$ cat src/rtl/clk_divider_multi.sv
// clk_divider_multi: bank of runtime-programmable 50 % duty clock dividers with tick strobes
module clk_divider_multi #(
    parameter int N_CH         = 2,
    parameter int DIV_W        = 24,
    parameter int DEFAULT_HALF = 500_000,
    localparam int CH_W        = (N_CH > 1) ? $clog2(N_CH) : 1
) (
    input  logic              clk100MHz,
    input  logic              rst_n,
    input  logic              en,
    input  logic              sync,
    input  logic              wr_en,
    input  logic [CH_W-1:0]   wr_ch,
    input  logic [DIV_W-1:0]  wr_half,
    output logic [N_CH-1:0]   clk_div,
    output logic [N_CH-1:0]   tick,
    output logic [N_CH-1:0]   wr_ack
);

    for (genvar g = 0; g < N_CH; g++) begin : g_ch
        logic [DIV_W-1:0] count, half, pend_half;
        logic [DIV_W-1:0] count_d, half_d, pend_half_d;
        logic             pending, pending_d;
        logic             div_q, tick_q, ack_q;
        logic             div_d, tick_d, ack_d;
        logic             apply, wr_hit;

        // a matching index can only name an existing channel, so out-of-range writes fall through
        assign wr_hit = wr_en && (wr_ch == CH_W'(g));

        // next state: sync beats stop beats freeze beats counting; a new half is only taken where count is 0
        always_comb begin
            count_d     = count;
            half_d      = half;
            pend_half_d = pend_half;
            pending_d   = pending;
            div_d       = div_q;
            tick_d      = 1'b0;
            ack_d       = 1'b0;
            apply       = 1'b0;
            if (sync || half == '0) begin
                count_d = '0;
                div_d   = 1'b0;
                apply   = pending;
            end else if (en) begin
                if (count == half - DIV_W'(1)) begin
                    count_d = '0;
                    div_d   = ~div_q;
                    tick_d  = 1'b1;
                    apply   = pending;
                end else begin
                    count_d = count + DIV_W'(1);
                end
            end
            if (apply) begin
                half_d    = pend_half;
                pending_d = 1'b0;
                ack_d     = 1'b1;
            end
            if (wr_hit) begin
                pend_half_d = wr_half;
                pending_d   = 1'b1;
            end
        end

        // channel state register with synchronous active-low reset
        always_ff @(posedge clk100MHz) begin
            if (!rst_n) begin
                count     <= '0;
                half      <= DIV_W'(DEFAULT_HALF);
                pend_half <= '0;
                pending   <= 1'b0;
                div_q     <= 1'b0;
                tick_q    <= 1'b0;
                ack_q     <= 1'b0;
            end else begin
                count     <= count_d;
                half      <= half_d;
                pend_half <= pend_half_d;
                pending   <= pending_d;
                div_q     <= div_d;
                tick_q    <= tick_d;
                ack_q     <= ack_d;
            end
        end

        assign clk_div[g] = div_q;
        assign tick[g]    = tick_q;
        assign wr_ack[g]  = ack_q;
    end

endmodule
$ cat config.mk
export PLATFORM = sky130hd
export DESIGN_NAME = clk_divider_multi
export DESIGN_NICKNAME = d
export VERILOG_FILES = /design/src/rtl/clk_divider_multi.sv
export SDC_FILE = /design/constraint.sdc
export NUM_CORES = 1
export LEC_CHECK = 0
export CAP_MARGIN = 0
export CORE_ASPECT_RATIO = 0.9
export CORE_MARGIN = 1.5
export CORE_UTILIZATION = 25
export DETAILED_ROUTE_END_ITERATION = 10
export PLACE_DENSITY = 0.48
export SYNTH_ARGS = -nofsm -noshare
export SYNTH_HDL_FRONTEND = slang
export SYNTH_SLANG_ARGS = --single-unit
$ cat constraint.sdc
create_clock -name clk100MHz -period 4.55 [get_ports clk100MHz]
set_input_delay 0.455 -clock clk100MHz [delete_from_list [all_inputs] [get_ports clk100MHz]]
set_output_delay 0.455 -clock clk100MHz [all_outputs]
set_load 0.01 [all_outputs]
==> summary.txt, run 1 <==
cells resized by post-CTS repair - 0
final design instance area without fill - 0.009246 mm^2
HP Class - reg2reg
classification of the worst setup path - reg2reg
Crit path depth - 10
Reg-to-Reg Start - g_ch[1].half[0]
f_max - 262.3 MHz
hold slack - 0.4492 ns
Site Rows - 62
crit path launch - g_ch[1].half[0]
RSZ-0062 raised after global routing - no
worst endpoint data arrival time - 4.10 ns
CP startpoint kind - flip-flop
maximum number of pins on one net before global-route repair - 86
Area Growth Syn to Fin - 14.63%
Top Family by Delay on Critical Path - simple AND/OR/NAND/NOR gates
hold_sp - g_ch[0].pend_half[22]
post-layout net count - 1013
Clk pin slew, worst setup/hold paths - 0.07 ns
logic depth of the worst register-to-register path - 10
Inserted Clock Buffers - 17
CTS tree - yes
pwr/cell area - 339.5 mW/mm^2
vias per cell - 4.689
final count of pins violating max slew - 0
share of flip-flops with an asynchronous set or reset - 0%
worst slack, placed - 0.7122 ns
port buffer count - 35
number of search-and-repair iterations in the first detailed-routing pass - 5
Worst Path Buf+Inv - 1
final hold violation count - 0
DRC errors left - 0
global-route usage over all layers - 13.16%
slowest library cell on the worst path - sky130_fd_sc_hd__a21o_1
die boundary height - 173.4 um
kind of capture point of the worst setup path - flip-flop
core utilization of the finished layout - 29.07%
number of routed nets with antenna violations - 0
CTS H-tree depth - 4
initial DRC count - 506
maximum cell stage delay along the critical path - 0.65 ns
placer congestion estimate - 0.8448
setup fix buffers added after clock tree synthesis - 0
total global routing overflow - 0
total number of vias - 6593
routing usage on met3 - 2.267%
required time at the worst-slack endpoint - 4.84 ns
clock tree root driver cell - sky130_fd_sc_hd__clkbuf_16
number of synthesized flops with an enable pin - 0
CP Cell Sequence - inv_1, ha_1, or3b_1, or4_1, a2111oi_0, and3_1, nand4_1, nor2_1, a21o_1, o21ai_0
distinct cell type count after synthesis - 69
Die X-Extent - 192.3 um
worst skew pair latency - 0.43 ns
antenna cell count - 0
Num Clock Sinks - 152
number of antenna violations at the first check in global routing - 0
minimum period implied by the final worst setup slack - 3.813 ns
Most Crowded Layer GR - met1
clock tree skew after final layout - 0.01642 ns
outcome - finished, final reports clean
final routed wire length divided by cell count - 15.00 um
fraction of final layout cells sized beyond drive strength 1 - 5.657%
highest ir drop seen on vdd - 192.8 uV
wire length reported by the detailed router - 21.10 mm
post-route setup TNS - 0 ns
# setup viols final - 0
Cells on Worst Hold Path - 2
Ys Warns - 0
wire length of the first global-routing pass - 34.36 mm
post-detailed-placement cell area - 0.008616 mm^2
global routing usage on met1 - 19.90%
slew margin rel. - 29.00%
Post-Syn Area - 0.008066 mm^2
crit-path max FO - 22
transition at the pin with the smallest max-transition slack - 1.065 ns
primary flip-flop cell chosen by synthesis mapping - sky130_fd_sc_hd__dfxtp_1
half-perimeter wire length of the detailed placement result - 15.42 mm
Seq/Total Area, Yosys - 37.72%
commonest non-fill, non-tap cells in the layout - sky130_fd_sc_hd__nand2_1, sky130_fd_sc_hd__dfxtp_1, sky130_fd_sc_hd__nor2_1
count of mapped cells out of synthesis - 990
routing usage on met2 - 18.54%
Die Area - 0.03335 mm^2
leakage dissipation - 3.039 nW
Avg Inst Size Synth - 8.148 um^2
number of flip-flops and latches in the synthesized netlist - 152
boundary pin count - 36
Worst Slack Setup Final - 0.7370 ns
most frequent standard cell in the layout excluding fill and tap cells - sky130_fd_sc_hd__nand2_1
Post-CTS Hold Buffers - 0
count of maximum capacitance violations - 0
number of global-route vias before repair - 6237
final critical-path share of the clock period - 83.80%
number of filler cells placed in the layout - 3455
number of buffers on the longest clock path - 2
Core Footprint - 0.03181 mm^2
starting density of the core - 25.36%
Synth Net Count - 1024
[worst reg2reg max path, stage by stage, from the launching register on]
cell and delay, ns:
sky130_fd_sc_hd__dfxtp_1 0.38, sky130_fd_sc_hd__inv_1 0.08, sky130_fd_sc_hd__ha_1 0.24, sky130_fd_sc_hd__or3b_1 0.41, sky130_fd_sc_hd__or4_1 0.41, sky130_fd_sc_hd__a2111oi_0 0.59
sky130_fd_sc_hd__and3_1 0.24, sky130_fd_sc_hd__nand4_1 0.21, sky130_fd_sc_hd__nor2_1 0.32, sky130_fd_sc_hd__a21o_1 0.65, sky130_fd_sc_hd__o21ai_0 0.15
[cells in the mapped netlist (18+ instances only)]
cell type / count / area, um^2
sky130_fd_sc_hd__nand2_1: 196 / 735.7
sky130_fd_sc_hd__dfxtp_1: 152 / 3043
sky130_fd_sc_hd__nor2_1: 84 / 315.3
sky130_fd_sc_hd__xnor2_1: 52 / 455.4
sky130_fd_sc_hd__xor2_1: 51 / 446.7
sky130_fd_sc_hd__a21boi_0: 48 / 360.4
sky130_fd_sc_hd__clkbuf_1: 44 / 165.2
sky130_fd_sc_hd__nand3_1: 42 / 210.2
sky130_fd_sc_hd__mux2i_1: 32 / 320.3
sky130_fd_sc_hd__nor3_1: 23 / 115.1
sky130_fd_sc_hd__o21ai_0: 23 / 115.1
sky130_fd_sc_hd__nor2b_1: 19 / 118.9
sky130_fd_sc_hd__nand4_1: 18 / 112.6
[where the power goes]
part           switching [mW]  internal (mW)
clock                   0.583          0.969
combinational           0.115         0.0820
sequential             0.0292           1.36
[flip-flops by register name, indices dropped and copies added (netlist names)]
signal and count:
g_ch.pending 2, g_ch.pend_half 48, g_ch.count 48, g_ch.tick_q 2, g_ch.div_q 2, g_ch.ack_q 2, g_ch.half 48
[cell type report]
class / instances / area, um^2 / area share, %
Sequential cell: 152 / 3043 / 32.91
Clock buffer: 18 / 429.2 / 4.641
Clock inverter: 12 / 201.4 / 2.179
Tap cell: 416 / 520.5 / 5.629
Inverter: 11 / 41.29 / 0.4465
Multi-Input combinational cell: 757 / 4626 / 50.03
Timing Repair Buffer: 40 / 385.4 / 4.168
[routing by layer]
layer | part of all wire [%] | up-vias
met5 | 0 | -
met1 | 54 | 3054
li1 | - | 3390
met4 | 1.6 | 0
met3 | 3.2 | 26
met2 | 41 | 123
[stage by stage]
| step | total power [mW] | std cells |
|---|---|---|
| detailed placement | 1.620 | 1376 |
| global placement | 1.619 | 1376 |
| finish | 3.139 | 1406 |
| global route | 3.259 | 1406 |
| floorplan | 1.548 | 990 |
| CTS | 3.179 | 1406 |
[kinds of logic after synthesis]
family                   after synthesis  synth area share (%)
AND/OR/NAND/NOR                      468                 27.58
flip-flops                           152                 37.72
AO/OA/AOI/OAI                        149                 13.82
XOR/XNOR                             103                 11.18
buffers and inverters                 81                 4.963
multiplexers                          33                 4.110
adder cells (fa/ha/maj)                4                0.6205
[worst paths after layout]
check	to	slack [ns]
min	g_ch[0].half[22]	0.45
min reg2reg	g_ch[0].half[22]	0.45
max reg2reg	g_ch[1].pending	0.74
max	g_ch[1].pending	0.74
Note: power is estimated with default switching activity, not from simulation.
==> inputs of run 2 (changes only) <==
clock period = 3.6 ns   (was 4.55 ns; I/O delays follow)
==> summary.txt, run 2 (synthesis results as in run 1) <==
CP Cell Sequence - inv_1, ha_2, or3b_4, or4_1, a31oi_1, a21oi_1, or4_1, a2111oi_4, a31o_1, buf_12, mux2i_1
slowest library cell on the worst path - sky130_fd_sc_hd__or4_1
cells resized by post-CTS repair - 0
vias per cell - 4.696
total global routing overflow - 0
hold slack - 0.3496 ns
die boundary height - 173.4 um
crit-path max FO - 25
final critical-path share of the clock period - 94.09%
f_max - 295.2 MHz
classification of the worst setup path - reg2reg
CTS H-tree depth - 4
transition at the pin with the smallest max-transition slack - 0.9936 ns
half-perimeter wire length of the detailed placement result - 15.74 mm
number of global-route vias before repair - 6353
placer congestion estimate - 0.8337
pwr/cell area - 426.1 mW/mm^2
Die X-Extent - 192.3 um
worst endpoint data arrival time - 3.75 ns
highest ir drop seen on vdd - 315.7 uV
post-layout net count - 1034
maximum number of pins on one net before global-route repair - 54
Largest regs - g_ch.count x48, g_ch.half x48, g_ch.pend_half x48
Die Area - 0.03335 mm^2
final count of pins violating max slew - 0
wire length reported by the detailed router - 20.95 mm
leakage dissipation - 3.162 nW
Post-CTS Hold Buffers - 0
Power, Total - 4.038 mW
initial DRC count - 440
number of buffers on the longest clock path - 2
critical path's most frequent cell - sky130_fd_sc_hd__or4_1
Core Footprint - 0.03181 mm^2
number of routed nets with antenna violations - 0
count of maximum capacitance violations - 0
setup fix buffers added after clock tree synthesis - 0
slew margin rel. - 33.76%
DRC errors left - 0
worst skew pair latency - 0.43 ns
required time at the worst-slack endpoint - 3.96 ns
starting density of the core - 25.36%
post-route setup TNS - 0 ns
final hold violation count - 0
total number of vias - 6711
maximum cell stage delay along the critical path - 0.59 ns
number of search-and-repair iterations in the first detailed-routing pass - 5
minimum period implied by the final worst setup slack - 3.387 ns
Site Rows - 62
final routed wire length divided by cell count - 14.66 um
Area Growth Syn to Fin - 17.50%
number of antenna violations at the first check in global routing - 0
Clk pin slew, worst setup/hold paths - 0.07 ns
outcome - finished, final reports clean
fraction of final layout cells sized beyond drive strength 1 - 8.095%
Num Clock Sinks - 152
CP startpoint kind - flip-flop
Final Instance Count excl. Fillers - 1429
kind of capture point of the worst setup path - flip-flop
# setup viols final - 0
antenna cell count - 0
most frequent standard cell in the layout excluding fill and tap cells - sky130_fd_sc_hd__nand2_1
HP Class - in2reg
total instance count after detailed placement - 1397
wire length of the first global-routing pass - 34.54 mm
CTS tree - yes
Inserted Clock Buffers - 17
port buffer count - 35
global-route usage over all layers - 13.21%
clock tree skew after final layout - 0.01442 ns
clock tree root driver cell - sky130_fd_sc_hd__clkbuf_16
boundary pin count - 36
RSZ-0062 raised after global routing - no
commonest non-fill, non-tap cells in the layout - sky130_fd_sc_hd__nand2_1, sky130_fd_sc_hd__dfxtp_1, sky130_fd_sc_hd__nor2_1
run 2: worst paths after layout:
| path | startpoint | cells past startpoint | slack, ns | to |
|---|---|---|---|---|
| hold reg to reg | g_ch[0].pend_half[21] | 2 | 0.46 | g_ch[0].half[21] |
| setup reg to reg | g_ch[0].half[1] | 11 | 0.21 | g_ch[0].half[12] |
| setup / recovery | g_ch[0].half[1] | 11 | 0.21 | g_ch[0].half[12] |
| hold / removal | rst_n | 2 | 0.35 | g_ch[1].half[8] |
run 2: stage by stage:
step / worst slack (ns) / cell area (um^2) / util [%]
6_report: 0.2126 / 9478 / 29.80
5_1_grt: 0.01724 / 9478 / 29.80
4_1_cts: 0.1449 / 9455 / 29.73
3_5_place_dp: 0.1694 / 8798 / 27.66
3_3_place_gp: 0.1876 / 8798 / 27.66
2_1_floorplan: 0.3636 / 8066 / -
run 2: per-layer routing:
| metal | up-vias | track usage [%] | part of all wire, % |
|---|---|---|---|
| met2 | 130 | 18.90 | 41 |
| li1 | 3443 | - | - |
| met1 | 3111 | 19.69 | 53 |
| met5 | - | 0 | 0 |
| met4 | 0 | 4.748 | 2.0 |
| met3 | 27 | 2.146 | 3.4 |
run 2: power by group:
part | switching [mW] | leakage [nW] | internal, mW
sequential | 0.0333 | 1.23 | 1.72
combinational | 0.151 | 1.61 | 0.115
clock | 0.758 | 0.321 | 1.26
total | 0.942 | 3.16 | 3.10
run 2: area by class of cell:
type / instances / area [um^2]
Timing Repair Buffer: 61 / 568.0
Multi-Input combinational cell: 757 / 4648
Sequential cell: 152 / 3043
Clock inverter: 13 / 214.0
Inverter: 11 / 41.29
Fill cell: 3437 / 22330
Tap cell: 416 / 520.5
Clock buffer: 19 / 442.9
run 2: worst max-delay path, delay by kind of cell, from the launching register on:
family / cells / cell delay [ns]
multiplexers: 1 / 0.20
adder cells (fa/ha/maj): 1 / 0.22
AND/OR/NAND/NOR: 3 / 1.48
buffers and inverters: 2 / 0.28
AO/OA/AOI/OAI: 4 / 0.77
flip-flops: 1 / 0.35
==> inputs of run 3 (changes only) <==
CORE_MARGIN = 10   (was 1.5)
SKIP_CTS_REPAIR_TIMING = 1   (was unset)
==> summary.txt, run 3 (synthesis results as in run 1) <==
Final Instance Count excl. Fillers - 1425
Site Rows - 62
net switching share of the total power - 25.64%
HP Class - in2reg
relative contribution of the clock network to total power - 47.5%
boundary pin count - 36
Largest regs - g_ch.count x48, g_ch.half x48, g_ch.pend_half x48
worst min-delay path endpoint - g_ch[1].half[5]
starting density of the core - 25.30%
clock tree root driver cell - sky130_fd_sc_hd__clkbuf_16
number of global-route vias before repair - 6091
worst slack, placed - 0.1192 ns
crit-path max FO - 12
CP startpoint kind - flip-flop
total area of sequential cells - 0.003043 mm^2
wire length of the first global-routing pass - 34.04 mm
number of antenna violations at the first check in global routing - 1
final routed wire length divided by cell count - 14.97 um
count of maximum capacitance violations - 0
number of filler cells placed in the layout - 3416
Num Clock Sinks - 152
Core Footprint - 0.03188 mm^2
transition at the pin with the smallest max-transition slack - 0.9783 ns
kind of capture point of the worst setup path - flip-flop
cell-internal power - 2.859 mW
clock tree skew after final layout - 0.01367 ns
# setup viols final - 0
total global routing overflow - 0
die boundary height - 190.4 um
worst endpoint data arrival time - 3.84 ns
final count of pins violating max slew - 0
f_max - 286.4 MHz
classification of the worst setup path - reg2reg
slew margin rel. - 34.78%
hold_sp - rst_n
Power, Total - 3.845 mW
Cells on Worst Hold Path - 2
net switching power - 985.9 uW
total instance count after detailed placement - 1392
placer congestion estimate - 0.8682
area of the multi-input gates - 0.004651 mm^2
half-perimeter wire length of the detailed placement result - 15.75 mm
DRC errors left - 0
Worst Slack Setup Final - 0.1084 ns
logic depth of the worst register-to-register path - 11
number of routed nets with antenna violations - 0
leakage dissipation - 3.132 nW
hold slack - 0.4022 ns
most frequent standard cell in the layout excluding fill and tap cells - sky130_fd_sc_hd__nand2_1
required time at the worst-slack endpoint - 3.95 ns
CTS H-tree depth - 4
Die Area - 0.03986 mm^2
worst skew pair latency - 0.42 ns
Critical R2R Capture - g_ch[0].half[23]
global-route usage over all layers - 10.57%
Die X-Extent - 209.3 um
Clk pin slew, worst setup/hold paths - 0.07 ns
power share of the sequential group - 45.6%
Inserted Clock Buffers - 17
number of search-and-repair iterations in the first detailed-routing pass - 7
commonest non-fill, non-tap cells in the layout - sky130_fd_sc_hd__nand2_1, sky130_fd_sc_hd__dfxtp_1, sky130_fd_sc_hd__nor2_1
fraction of final layout cells sized beyond drive strength 1 - 7.730%
minimum period implied by the final worst setup slack - 3.492 ns
highest ir drop seen on vdd - 293.6 uV
maximum number of pins on one net before global-route repair - 63
wire length reported by the detailed router - 21.34 mm
total number of vias - 6674
vias per cell - 4.684
final hold violation count - 0
Reg-to-Reg Start - g_ch[0].half[0]
combinational cell fraction of total power - 6.9%
CTS tree - yes
port buffer count - 35
outcome - finished, final reports clean
initial DRC count - 400
pwr/cell area - 408.1 mW/mm^2
antenna cell count - 0
post-layout net count - 1030
number of buffers on the longest clock path - 2
Area Growth Syn to Fin - 16.78%
final critical-path share of the clock period - 96.99%
internal reg-to-reg setup slack - 0.11 ns
[run 3: worst max path at each step]
stage,start,end,slack [ns],cells after the start
after floorplan,g_ch[1].half[0],g_ch[1].half[13],0.36,12
after global placement,g_ch[1].half[1],g_ch[1].half[8],0.13,11
after detailed placement,g_ch[0].half[0],g_ch[0].half[1],0.12,11
after CTS,g_ch[0].half[0],g_ch[0].half[14],0.09,11
after global routing,g_ch[0].half[0],g_ch[0].half[18],-0.02,11
final,g_ch[0].half[0],g_ch[0].half[23],0.11,11
[run 3: cell type report]
type                       instances  area share (%)
sequential                       152           32.30
inverter                          11          0.4383
clock buffer                      19           4.808
tap                              416           5.525
timing repair buffer              57           6.030
multi-input combinational        757           49.37
clock inverter                    13           1.527
[run 3: routing by layer]
metal  up-vias  GRT usage, %  routed length (um)
met5         -             0                  10
met1      3111         14.95               11100
met4         2         3.069                 273
met2       120         15.37                9018
li1       3425             -                   -
met3        16         2.685                 935
[run 3: per-stage QoR]
step | cell area, um^2 | util [%] | TNS, ns
5_1_grt | 9420 | 29.55 | -0.05692
6_report | 9420 | 29.55 | 0
4_1_cts | 9370 | 29.39 | 0
3_5_place_dp | 8773 | 27.52 | 0
3_3_place_gp | 8773 | 27.52 | 0
2_1_floorplan | 8066 | - | 0
[run 3: power groups by stage]
| stage | Clock, mW | Sequential [mW] | Combinational (mW) |
|---|---|---|---|
| floorplan | 0 | 1.78 | 0.177 |
| global placement | 0 | 1.79 | 0.265 |
| detailed placement | 0 | 1.79 | 0.266 |
| CTS | 1.88 | 1.75 | 0.267 |
| global route | 1.96 | 1.76 | 0.296 |
| finish | 1.83 | 1.75 | 0.266 |
[run 3: worst max-delay path, stage by stage (launching register included)]
cell	delay, ns
sky130_fd_sc_hd__dfxtp_1	0.37
sky130_fd_sc_hd__inv_1	0.08
sky130_fd_sc_hd__ha_2	0.21
sky130_fd_sc_hd__or3b_4	0.42
sky130_fd_sc_hd__or4_1	0.49
sky130_fd_sc_hd__a31oi_1	0.19
sky130_fd_sc_hd__a21oi_1	0.13
sky130_fd_sc_hd__or4_1	0.59
sky130_fd_sc_hd__a2111oi_4	0.29
sky130_fd_sc_hd__a31o_4	0.27
sky130_fd_sc_hd__clkbuf_16	0.19
sky130_fd_sc_hd__mux2i_1	0.18
